===== src/rtl/zbt_pixel_packer_if.sv =====
// zbt_pixel_packer_if: pixel-stream input and ZBT write-port bundle for the
// pixel packer. The slave modport is the packer's view; the master modport is
// the view of the surrounding logic (colour converter + ZBT arbiter).
interface zbt_pixel_packer_if #(
  parameter int PIX_W  = 18,
  parameter int WORD_W = 36,
  parameter int ADDR_W = 19
);
  logic              pix_valid;
  logic [PIX_W-1:0]  pix_data;
  logic              pix_sol;
  logic              pix_sof;
  logic              pix_field;
  logic              decim;
  logic              wr_valid;
  logic [ADDR_W-1:0] wr_addr;
  logic [WORD_W-1:0] wr_data;
  logic              wr_ready;

  modport master (
    output pix_valid, pix_data, pix_sol, pix_sof, pix_field, decim, wr_ready,
    input  wr_valid, wr_addr, wr_data
  );

  modport slave (
    input  pix_valid, pix_data, pix_sol, pix_sof, pix_field, decim, wr_ready,
    output wr_valid, wr_addr, wr_data
  );
endinterface


===== src/rtl/zbt_pixel_packer.sv =====
// zbt_pixel_packer: packs a synchronised pixel stream into ZBT write words.
// Pixel (0,0) of each field lands in slot 0 of word 0, partial words are
// flushed by the next start-of-line pixel, optional 2:1 horizontal decimation
// is selected per line, and completed words queue in a small output FIFO.
// Optional feature macro: PACKER_STATS_EN adds words_dropped / fields_seen.
module zbt_pixel_packer #(
  parameter int PIX_W        = 18,
  parameter int PIX_PER_WORD = 2,
  parameter int WORD_W       = 36,
  parameter int LINE_PIX     = 1024,
  parameter int ROWS         = 384,
  parameter int Y_W          = 9,
  parameter int ADDR_W       = 19,
  parameter int FIFO_DEPTH   = 4
) (
  input  logic                  clk,
  input  logic                  rst,
  zbt_pixel_packer_if.slave     bus,
  output logic                  overflow
`ifdef PACKER_STATS_EN
  ,
  output logic [15:0]           words_dropped,
  output logic [15:0]           fields_seen
`endif
);

  localparam int PACK_W  = PIX_W * PIX_PER_WORD;
  localparam int SLOT_SH = $clog2(PIX_PER_WORD);
  localparam int IDX_W   = $clog2(LINE_PIX / PIX_PER_WORD);
  localparam int PX_W    = $clog2(LINE_PIX) + 1;  // holds LINE_PIX itself
  localparam int ROW_W   = Y_W + 1;               // holds ROWS itself
  localparam int PTR_W   = $clog2(FIFO_DEPTH);

  typedef struct packed {
    logic [ADDR_W-1:0] addr;
    logic [WORD_W-1:0] data;
  } entry_t;

  // Line / field state
  logic              started;
  logic [PX_W-1:0]   in_x_q;
  logic [PX_W-1:0]   px_q;
  logic [ROW_W-1:0]  row_q;
  logic              field_q;
  logic              decim_q;
  logic              pend_valid;
  logic [PACK_W-1:0] pend_data;
  logic [ADDR_W-1:0] pend_addr;

  // Per-pixel combinational view
  logic              acc, sol_acc, sof_acc;
  logic [PX_W-1:0]   in_x_cur, px_cur;
  logic [ROW_W-1:0]  row_cur;
  logic              field_cur, decim_cur;
  logic              packed_pix, keep, complete, flush, push_req;
  int                slot;
  logic [IDX_W-1:0]  idx;
  logic [ADDR_W-1:0] addr_cur;
  logic [PACK_W-1:0] new_data;
  entry_t            push_entry;

  // FIFO state
  entry_t            mem [FIFO_DEPTH];
  logic [PTR_W-1:0]  wr_ptr, rd_ptr;
  logic [PTR_W:0]    count;
  logic              full, pop, push_ok, drop;
  entry_t            head;

  // Decode the current pixel: line/field context, slot, address and word image
  always_comb begin
    // NOTE: every always_comb output gets a default first so no path can infer a latch.
    acc       = bus.pix_valid & (started | bus.pix_sof);
    sol_acc   = acc & bus.pix_sol;
    sof_acc   = acc & bus.pix_sof;
    in_x_cur  = in_x_q;
    px_cur    = px_q;
    row_cur   = row_q;
    field_cur = field_q;
    decim_cur = decim_q;
    if (sol_acc) begin
      in_x_cur  = '0;
      px_cur    = '0;
      decim_cur = bus.decim;
      field_cur = bus.pix_sof ? bus.pix_field : field_q;
      if (bus.pix_sof)
        row_cur = '0;
      else if (row_q >= ROW_W'(ROWS))
        row_cur = row_q;
      else
        row_cur = row_q + 1'b1;
    end
    packed_pix = !decim_cur || !in_x_cur[0];
    keep       = acc && packed_pix && (px_cur < PX_W'(LINE_PIX))
                 && (row_cur < ROW_W'(ROWS));
    slot       = int'(px_cur & PX_W'(PIX_PER_WORD - 1));
    idx        = IDX_W'(px_cur >> SLOT_SH);
    addr_cur   = {row_cur[Y_W-1:0], field_cur, idx};
    new_data   = (slot == 0) ? '0 : pend_data;
    for (int s = 0; s < PIX_PER_WORD; s++)
      if (slot == s) new_data[PACK_W-1-s*PIX_W -: PIX_W] = bus.pix_data;
    complete   = keep && (slot == PIX_PER_WORD - 1);
    // A sol pixel always lands in slot 0, so a flush and a completion can
    // only coincide when PIX_PER_WORD=1, where no partial word ever exists.
    flush      = sol_acc && pend_valid;
    push_req   = flush || complete;
    push_entry = flush ? '{addr: pend_addr, data: WORD_W'(pend_data)}
                       : '{addr: addr_cur,  data: WORD_W'(new_data)};
  end

  // Advance line/field counters and the pending partial word on each accepted pixel
  always_ff @(posedge clk or posedge rst) begin
    // NOTE: sequential state uses non-blocking assignments so every register samples pre-edge values.
    if (rst) begin
      started    <= 1'b0;
      in_x_q     <= '0;
      px_q       <= '0;
      row_q      <= '0;
      field_q    <= 1'b0;
      decim_q    <= 1'b0;
      pend_valid <= 1'b0;
      pend_data  <= '0;
      pend_addr  <= '0;
    end else if (acc) begin
      started <= 1'b1;
      in_x_q  <= in_x_cur + 1'b1;  // wraps harmlessly: only its parity matters
      px_q    <= (packed_pix && px_cur < PX_W'(LINE_PIX)) ? px_cur + 1'b1 : px_cur;
      row_q   <= row_cur;
      field_q <= field_cur;
      decim_q <= decim_cur;
      if (keep) begin
        pend_valid <= !complete;
        pend_data  <= new_data;
        pend_addr  <= addr_cur;
      end else if (sol_acc) begin
        pend_valid <= 1'b0;
      end
    end
  end

  assign full    = (count == (PTR_W+1)'(FIFO_DEPTH));
  assign pop     = bus.wr_valid & bus.wr_ready;
  assign push_ok = push_req & (~full | pop);
  assign drop    = push_req & ~push_ok;

  // FIFO storage: written on accepted pushes only
  always_ff @(posedge clk) begin
    // NOTE: storage is left unreset; occupancy is reset and the outputs are gated by wr_valid.
    if (push_ok) mem[wr_ptr] <= push_entry;
  end

  // FIFO pointers, occupancy and the sticky overflow flag
  always_ff @(posedge clk or posedge rst) begin
    if (rst) begin
      wr_ptr   <= '0;
      rd_ptr   <= '0;
      count    <= '0;
      overflow <= 1'b0;
    end else begin
      if (push_ok) wr_ptr <= wr_ptr + 1'b1;
      if (pop)     rd_ptr <= rd_ptr + 1'b1;
      case ({push_ok, pop})
        2'b10:   count <= count + 1'b1;
        2'b01:   count <= count - 1'b1;
        default: count <= count;
      endcase
      if (drop)
        overflow <= 1'b1;
      else if (sof_acc)
        overflow <= 1'b0;
    end
  end

  assign head         = mem[rd_ptr];
  assign bus.wr_valid = (count != '0);
  assign bus.wr_addr  = bus.wr_valid ? head.addr : '0;
  assign bus.wr_data  = bus.wr_valid ? head.data : '0;

`ifdef PACKER_STATS_EN
  // Statistics: saturating lost-word count and wrapping field count
  always_ff @(posedge clk or posedge rst) begin
    if (rst) begin
      words_dropped <= '0;
      fields_seen   <= '0;
    end else begin
      if (drop && words_dropped != 16'hFFFF) words_dropped <= words_dropped + 1'b1;
      if (sof_acc) fields_seen <= fields_seen + 1'b1;
    end
  end
`endif

endmodule


===== src/flat_wrapper.sv =====
// flat-port wrapper written by rule: the top's interface ports become plain ports
module zbt_pixel_packer_flat 
#(
  parameter int PIX_W        = 18,
  parameter int PIX_PER_WORD = 2,
  parameter int WORD_W       = 36,
  parameter int LINE_PIX     = 1024,
  parameter int ROWS         = 384,
  parameter int Y_W          = 9,
  parameter int ADDR_W       = 19,
  parameter int FIFO_DEPTH   = 4
)
  (clk, rst, overflow, bus_pix_valid, bus_pix_data, bus_pix_sol, bus_pix_sof, bus_pix_field, bus_decim, bus_wr_ready, bus_wr_valid, bus_wr_addr, bus_wr_data);
  zbt_pixel_packer_if #(.PIX_W(PIX_W), .WORD_W(WORD_W), .ADDR_W(ADDR_W)) bus_i ();
  input  logic clk;
  input  logic rst;
  output logic overflow;
  input wire logic [$bits(bus_i.pix_valid)-1:0] bus_pix_valid;
  input wire logic [$bits(bus_i.pix_data)-1:0] bus_pix_data;
  input wire logic [$bits(bus_i.pix_sol)-1:0] bus_pix_sol;
  input wire logic [$bits(bus_i.pix_sof)-1:0] bus_pix_sof;
  input wire logic [$bits(bus_i.pix_field)-1:0] bus_pix_field;
  input wire logic [$bits(bus_i.decim)-1:0] bus_decim;
  input wire logic [$bits(bus_i.wr_ready)-1:0] bus_wr_ready;
  output wire logic [$bits(bus_i.wr_valid)-1:0] bus_wr_valid;
  output wire logic [$bits(bus_i.wr_addr)-1:0] bus_wr_addr;
  output wire logic [$bits(bus_i.wr_data)-1:0] bus_wr_data;
  assign bus_i.pix_valid = bus_pix_valid;
  assign bus_i.pix_data = bus_pix_data;
  assign bus_i.pix_sol = bus_pix_sol;
  assign bus_i.pix_sof = bus_pix_sof;
  assign bus_i.pix_field = bus_pix_field;
  assign bus_i.decim = bus_decim;
  assign bus_i.wr_ready = bus_wr_ready;
  assign bus_wr_valid = bus_i.wr_valid;
  assign bus_wr_addr = bus_i.wr_addr;
  assign bus_wr_data = bus_i.wr_data;
  zbt_pixel_packer #(.PIX_W(PIX_W), .PIX_PER_WORD(PIX_PER_WORD), .WORD_W(WORD_W), .LINE_PIX(LINE_PIX), .ROWS(ROWS), .Y_W(Y_W), .ADDR_W(ADDR_W), .FIFO_DEPTH(FIFO_DEPTH)) u_core (.clk(clk), .rst(rst), .bus(bus_i), .overflow(overflow));
endmodule

===== config.mk =====
export PLATFORM = sky130hd
export DESIGN_NAME = zbt_pixel_packer_flat
export DESIGN_NICKNAME = d
export VERILOG_FILES = /design/src/rtl/zbt_pixel_packer_if.sv /design/src/rtl/zbt_pixel_packer.sv /design/src/flat_wrapper.sv
export SDC_FILE = /design/constraint.sdc
export NUM_CORES = 1
export LEC_CHECK = 0
export ABC_AREA = 1
export BUFFER_PORTS_ARGS = -buffer_cell sky130_fd_sc_hd__buf_2
export CAP_MARGIN = 20
export CELL_PAD_IN_SITES_DETAIL_PLACEMENT = 0
export CELL_PAD_IN_SITES_GLOBAL_PLACEMENT = 1
export CORE_ASPECT_RATIO = 1.5
export CORE_MARGIN = 1
export CORE_UTILIZATION = 52
export DETAILED_ROUTE_END_ITERATION = 8
export PLACE_DENSITY_LB_ADDON = 0.1
export SLEW_MARGIN = 20
export SYNTH_ARGS = -nofsm -noshare
export SYNTH_HDL_FRONTEND = slang
export SYNTH_SLANG_ARGS = --single-unit

===== constraint.sdc =====
create_clock -name clk -period 7 [get_ports clk]
set_input_delay 1.05 -clock clk [delete_from_list [all_inputs] [get_ports clk]]
set_output_delay 1.05 -clock clk [all_outputs]
set_load 0.02 [all_outputs]

Yosys cells after proc, flatten, opt, wreduce, memory -nomap -nowiden:

Memory sizes are Yosys's and may differ from the RTL's.
Cells that the tools add are included.

* memory bits (writable): 220
* output and inout port bits: 57
* register bits: 99
* memories kept: 1

Memories
* u_core.mem: words 4, bits a word 55, read ports 1, clocked after memory_dff 0, write ports 1, line zbt_pixel_packer.sv:63 `entry_t mem [FIFO_DEPTH];`

* add/subtract/negate cells: 7
* bitwise gates (word level): 10
* mux-type cells: 22
* order comparisons: 3
* reductions and logical operators: 18
* equal/unequal tests: 3

Operators with widths (count)
* 36-bit 2-to-1 mux: 2
* 55-bit 2-to-1 mux: 1
* 18-bit 2-to-1 mux: 2
* 11-bit 2-to-1 mux: 3
* 32-bit logical NOT: 1
* 10-bit 2-to-1 mux: 3
* 11-bit by 1-bit adder with 11-bit output (second input constant): 2
* 19-bit 2-to-1 mux: 1
* 11-bit < comparator (second input constant): 1
* 10-bit by 1-bit adder with 10-bit output (second input constant): 1
* 10-bit by 9-bit >= comparator with 1-bit output (second input constant): 1
* 10-bit by 9-bit < comparator with 1-bit output (second input constant): 1
* 1-bit 2-to-1 mux: 9
* 1-bit AND: 6
* 1-bit logical AND: 6
* 3-bit one-hot mux with 2 select lines: 1
* 2-bit nonzero test: 3
* 2-bit by 1-bit adder with 2-bit output (second input constant): 2
* 2-bit AND reduction: 2
* 3-bit by 1-bit adder with 3-bit output (second input constant): 1
* 3-bit equality test (second input constant): 1
* 1-bit logical NOT: 3
* 3-bit nonzero test: 1
* 3-bit by 1-bit subtractor with 3-bit output (second input constant): 1
* 5 further kinds: 8

Longest topological paths before layout:

* word-level depth: 15
* depth in mapped cells: 18
* mapped depth without buffers: 18

Worst setup path before layout:

No wires, ideal clock.

* path type: input to register
* from: in bus_pix_sof
* to: mem u_core.mem[0][0] (netlist bit) (enable)
* data arrival time: 4.431 ns
* library setup time: 0.468 ns
* slack: 2.101 ns
* stages on the path: 12
* required time: 6.532 ns
* cell sequence: inv_2 > nand2_4 > nand3_4 > nor2_4 > inv_2 > nand2_2 > inv_2 > nor3_4 > nand3_1 > nand2_1 > nand2_2 > nor2_1

* cells in the longest elaborated chain, start to end: 14
* elaborated cells on any way between the ends: 22

RTL lines
* start, declared: line flat_wrapper.sv:21 `input wire logic [$bits(bus_i.pix_sof)-1:0] bus_pix_sof;`
* parallel branches: the longest is 10 deep, another holds 11-bit < comparator
* 1-bit logical OR *: line zbt_pixel_packer.sv:105 `push_req = flush || complete;`
* 1-bit AND *: line zbt_pixel_packer.sv:142 `assign push_ok = push_req & (~full | pop);`
* 1-bit 2-to-1 mux *: line zbt_pixel_packer.sv:148 `if (push_ok) mem[wr_ptr] <= push_entry;`
* 1-bit 2-to-1 mux (implied by the code) *: line zbt_pixel_packer.sv:148
* end, declared: line zbt_pixel_packer.sv:63

Mark *: on every way between the ends.

Worst setup path after layout:

* from: reg u_core.rd_ptr[0]
* to: out bus_wr_addr[13]

* cells in the longest elaborated chain, start to end: 2

RTL lines
* start, declared: line zbt_pixel_packer.sv:64 `logic [PTR_W-1:0] wr_ptr, rd_ptr;`
* start signal, assigned: line zbt_pixel_packer.sv:160 `if (pop) rd_ptr <= rd_ptr + 1'b1;`
* memory 4 x 55 bit
* 19-bit 2-to-1 mux: line zbt_pixel_packer.sv:175 `assign bus.wr_addr = bus.wr_valid ? head.addr : '0;`
* end, declared: line flat_wrapper.sv:26 `output wire logic [$bits(bus_i.wr_addr)-1:0] bus_wr_addr;`

Every way passes these cells.

==> summary.txt <==
Placed design
  – Setup WS pre-CTS: 2.40 ns
  – Placed Area: between 10000 and 15000 µm²
  – Final RePlAce weighted congestion: 0.782
  – Post-DP HPWL: between 15 and 20 mm
  – I/O Buffers: 82

Global routing
  – Pin count of the biggest net entering global routing: about 70
  – Total GRT Usage: between 20% and 30%
  – Initial antenna violation count: 0
  – Global-route wire length before repair: 45.7 mm
  – Vias in the first global route: 8458
  – Overflow after GRT: 0

Critical path
  – CP delay by family, top: buffers and inverters
  – CP Capture Type: output pin
  – Reg2reg path depth: 11
  – Arrival time at the worst endpoint: about 3.3 ns
  – Worst-path cell chain: clkinv_2, buf_4, o21ai_0, a21oi_1, buf_2
  – Worst r2r src: u_core.started$_DFFE_PP0N_
  – Worst setup path class: reg -> out
  – Buf+Inv Stages, Crit Path: 3
  – WP data required: between 5 and 6 ns
  – CP Launch Type: register
  – Slowest stage cell, crit path: clkinv_2
  – Slowest Stage Delay on Critical Path: about 0.81 ns
  – Max FO, Critical Path: 71
  – Flop-to-flop setup slack: about 3.3 ns
  – R2r endpoint: u_core.mem[1][42]$_DFFE_PP_

Yosys
  – Cell variety after synth: 34
  – Syn Inst Count: between 1000 and 1500
  – Seq/Total Area, Yosys: approximately two thirds
  – Synthesized Nets: approximately 1300
  – Cell taking the most area after synthesis: edfxtp_1
  – Post-Synthesis Cell Area: ~13000 µm²
  – FFs w/ async S/R, synth: between 20% and 30%
  – Syn_area_per_cell: between 10 and 15 µm²
  – Synthesized flop and latch total: between 300 and 400
  – Ys flop type: edfxtp_1
  – Largest cells by area after synthesis: edfxtp_1 (50%), dfrtp_1 (17%), nor2_1 (6.8%), o21ai_0 (6.4%), nand2_1 (5.9%)
  – Post-synth EDFFs: 220
  – Synth top area share: roughly 50%
  – YS warnings: 0

Cells and area
  – Synth-to-layout area growth: 11.4%
  – Fin area: approximately 15000 µm²
  – Layout cells sized above 1: ~15%
  – Util after Layout: between 50% and 60%
  – Antenna Diode Count: 0
  – NumNets Final: ~1400

Clock network
  – # Post-CTS Setup Buffers: 0
  – # hold bufs at CTS: 0
  – CTS tree: built
  – Post-CTS Resized: 0
  – Clock slew at reported path FFs: 0.06 ns
  – Root buf cell: clkbuf_16
  – Skew-Pair Late Insertion Delay: between 0.5 and 0.6 ns
  – CTS Buf Count: 27
  – H-tree level count: 1
  – CTS Buffer Depth: 3
  – TritonCTS Sinks: about 300

STA
  – Max Slew Vio Count: 0
  – Period utilization: between 60% and 70%
  – Slew Limit Headroom: between 40% and 50%
  – RSZ-0062 raised after global routing: false
  – Setup TNS: 0 ns
  – Period minus WS final: around 4.3 ns
  – Fmax: roughly 230 MHz
  – Worst Slack Setup Final: about 2.7 ns
  – Final hold viol count: 0
  – Worst-margin pin slew: just under 0.9 ns
  – # setup viols final: 0
  – Layout Skew: between 0.01 and 0.015 ns

Pwr
  – Switching Share: about two fifths
  – Power Density: ~420 nW/µm²
  – VDD IR max: between 0.0004 and 0.0005 V
  – Comb power frac: a little over a third
  – Psw: ~2.4 mW
  – Sequential power share: 40.6%
  – Leakage: just under 6 nW
  – P_int: 3.83 mW
  – Clock share of power: about a quarter

Route
  – Drt via density: about 5.2
  – Drt drc: 0
  – Average wire per cell in the routed design: around 17 µm
  – First drt pass iteration count: 4
  – Routed WL: around 29 mm
  – Vias: around 8700
  – Starting DRT DRC Count: about 570
  – DRT antenna net count: 0

Flow run
  – Maxcap violations: 0

Die
  – Core ar.: between 20000 and 30000 µm²
  – Die width: between 100 and 150 µm
  – Core Rows: 71
  – Starting density of the core: 52.8%
  – Die H: about 200 µm
  – # IOs: 83
  – Die footprint: 26100 µm²

Min path
  – Min-delay worst type: reg -> reg
  – Worst hold start: u_core.pend_data[6]$_DFFE_PP0P_
  – Hold Path Depth: 2
  – Hold Path End: u_core.pend_data[6]$_DFFE_PP0P_

Run status
  – Outcome: completed
cells in the mapped netlist, types with 9 or more instances:
master and instances:
a21oi_1 63, buf_1 16, clkbuf_1 40, dfrtp_1 89, edfxtp_1 220, inv_1 68, nand2_1 209, nand2_2 24
nand3_1 13, nor2_1 240, o21ai_0 170, o21ai_1 29, o21ai_2 20, xor2_1 9
tightest hold or removal path: cells and delay by family, from the launching register on:
family / cells / cell delay, ns
AO/OA/AOI/OAI: 1 / 0.04
AND/OR/NAND/NOR: 1 / 0.06
flip-flops: 1 / 0.36
cell type report:
class                           instances  area [µm²]
Clock buffer                           37         733
Clock inverter                         13         146
Fill cell                            2133       10300
Inverter                               73         279
Multi-Input combinational cell        811        3830
Sequential cell                       309        8840
Tap cell                              328         410
Timing Repair Buffer                   96         515
worst max-delay path by stage:
stage                                      start  slack (ns)                           to  cells after the start
floorplan                            bus_pix_sof        2.10   u_core.mem[0][0]$_DFFE_PP_                     12
global placement                     bus_pix_sof        2.46  u_core.mem[1][26]$_DFFE_PP_                     12
detailed placement                   bus_pix_sof        2.40  u_core.mem[1][29]$_DFFE_PP_                     12
CTS                 u_core.rd_ptr[0]$_DFFE_PP0P_        2.60               bus_wr_data[0]                      5
global route        u_core.rd_ptr[0]$_DFFE_PP0P_        2.30              bus_wr_addr[17]                      5
finish              u_core.rd_ptr[0]$_DFFE_PP0P_        2.65              bus_wr_addr[13]                      5
power by group through the flow:
stage | logic, mW | registers [mW] | clock network [mW]
finish | 2.20 | 2.51 | 1.48
detailed placement | 2.23 | 2.55 | 0
CTS | 2.24 | 2.51 | 1.51
floorplan | 1.58 | 2.47 | 0
global route | 2.46 | 2.54 | 1.58
global placement | 2.21 | 2.54 | 0
stage by stage:
step	instances	total power, mW	hold WS (ns)
finish	1667	6.19	0.486
global route	1667	6.59	0.504
CTS	1667	6.26	0.489
detailed placement	1617	4.78	0.473
global placement	1617	4.75	0.466
floorplan	1263	4.05	0.449
logic make-up after synthesis:
kind of cell	synth area share, %
flip-flops	66.7
adder cells (fa/ha/maj)	0.907
AND/OR/NAND/NOR	15.5
buffers and inverters	4.58
XOR/XNOR	0.794
AO/OA/AOI/OAI	11.5
cells in the final DEF, fill, tap and decap left out, types with 8 or more instances in the layout:
cell type  Yosys  final
a21oi_1       63     63
buf_2          7     82
buf_4          3     14
clkbuf_1      40      8
clkbuf_16      0     27
dfrtp_1       89     87
edfxtp_1     220    220
ha_1           8      8
inv_1         68     63
nand2_1      209    209
nand2_2       24     24
nand3_1       13     13
nor2_1       240    236
o21ai_0      170    170
o21ai_1       29     29
o21ai_2       20     20
xor2_1         9      9
sequential cells by signal, indices dropped and copies added (netlist names):
name / cells
u_core.rd_ptr: 2
u_core.started: 1
u_core.field_q: 1
u_core.in_x_q: 1
u_core.px_q: 11
u_core.decim_q: 1
u_core.pend_valid: 1
u_core.count: 3
u_core.wr_ptr: 2
u_core.pend_data: 36
u_core.mem: 220
u_core.pend_addr: 19
u_core.overflow: 1
u_core.row_q: 10
per-layer routing:
| layer | up-vias | wire, µm | track usage, % |
|---|---|---|---|
| met4 | 0 | 656 | 6.90 |
| met3 | 37 | 938 | 2.51 |
| met2 | 160 | 15000 | 40.9 |
| met1 | 4174 | 12000 | 28.8 |
| met5 | - | 0 | 0 |
| li1 | 4355 | - | - |
Note: power is estimated with default switching activity, not from simulation.
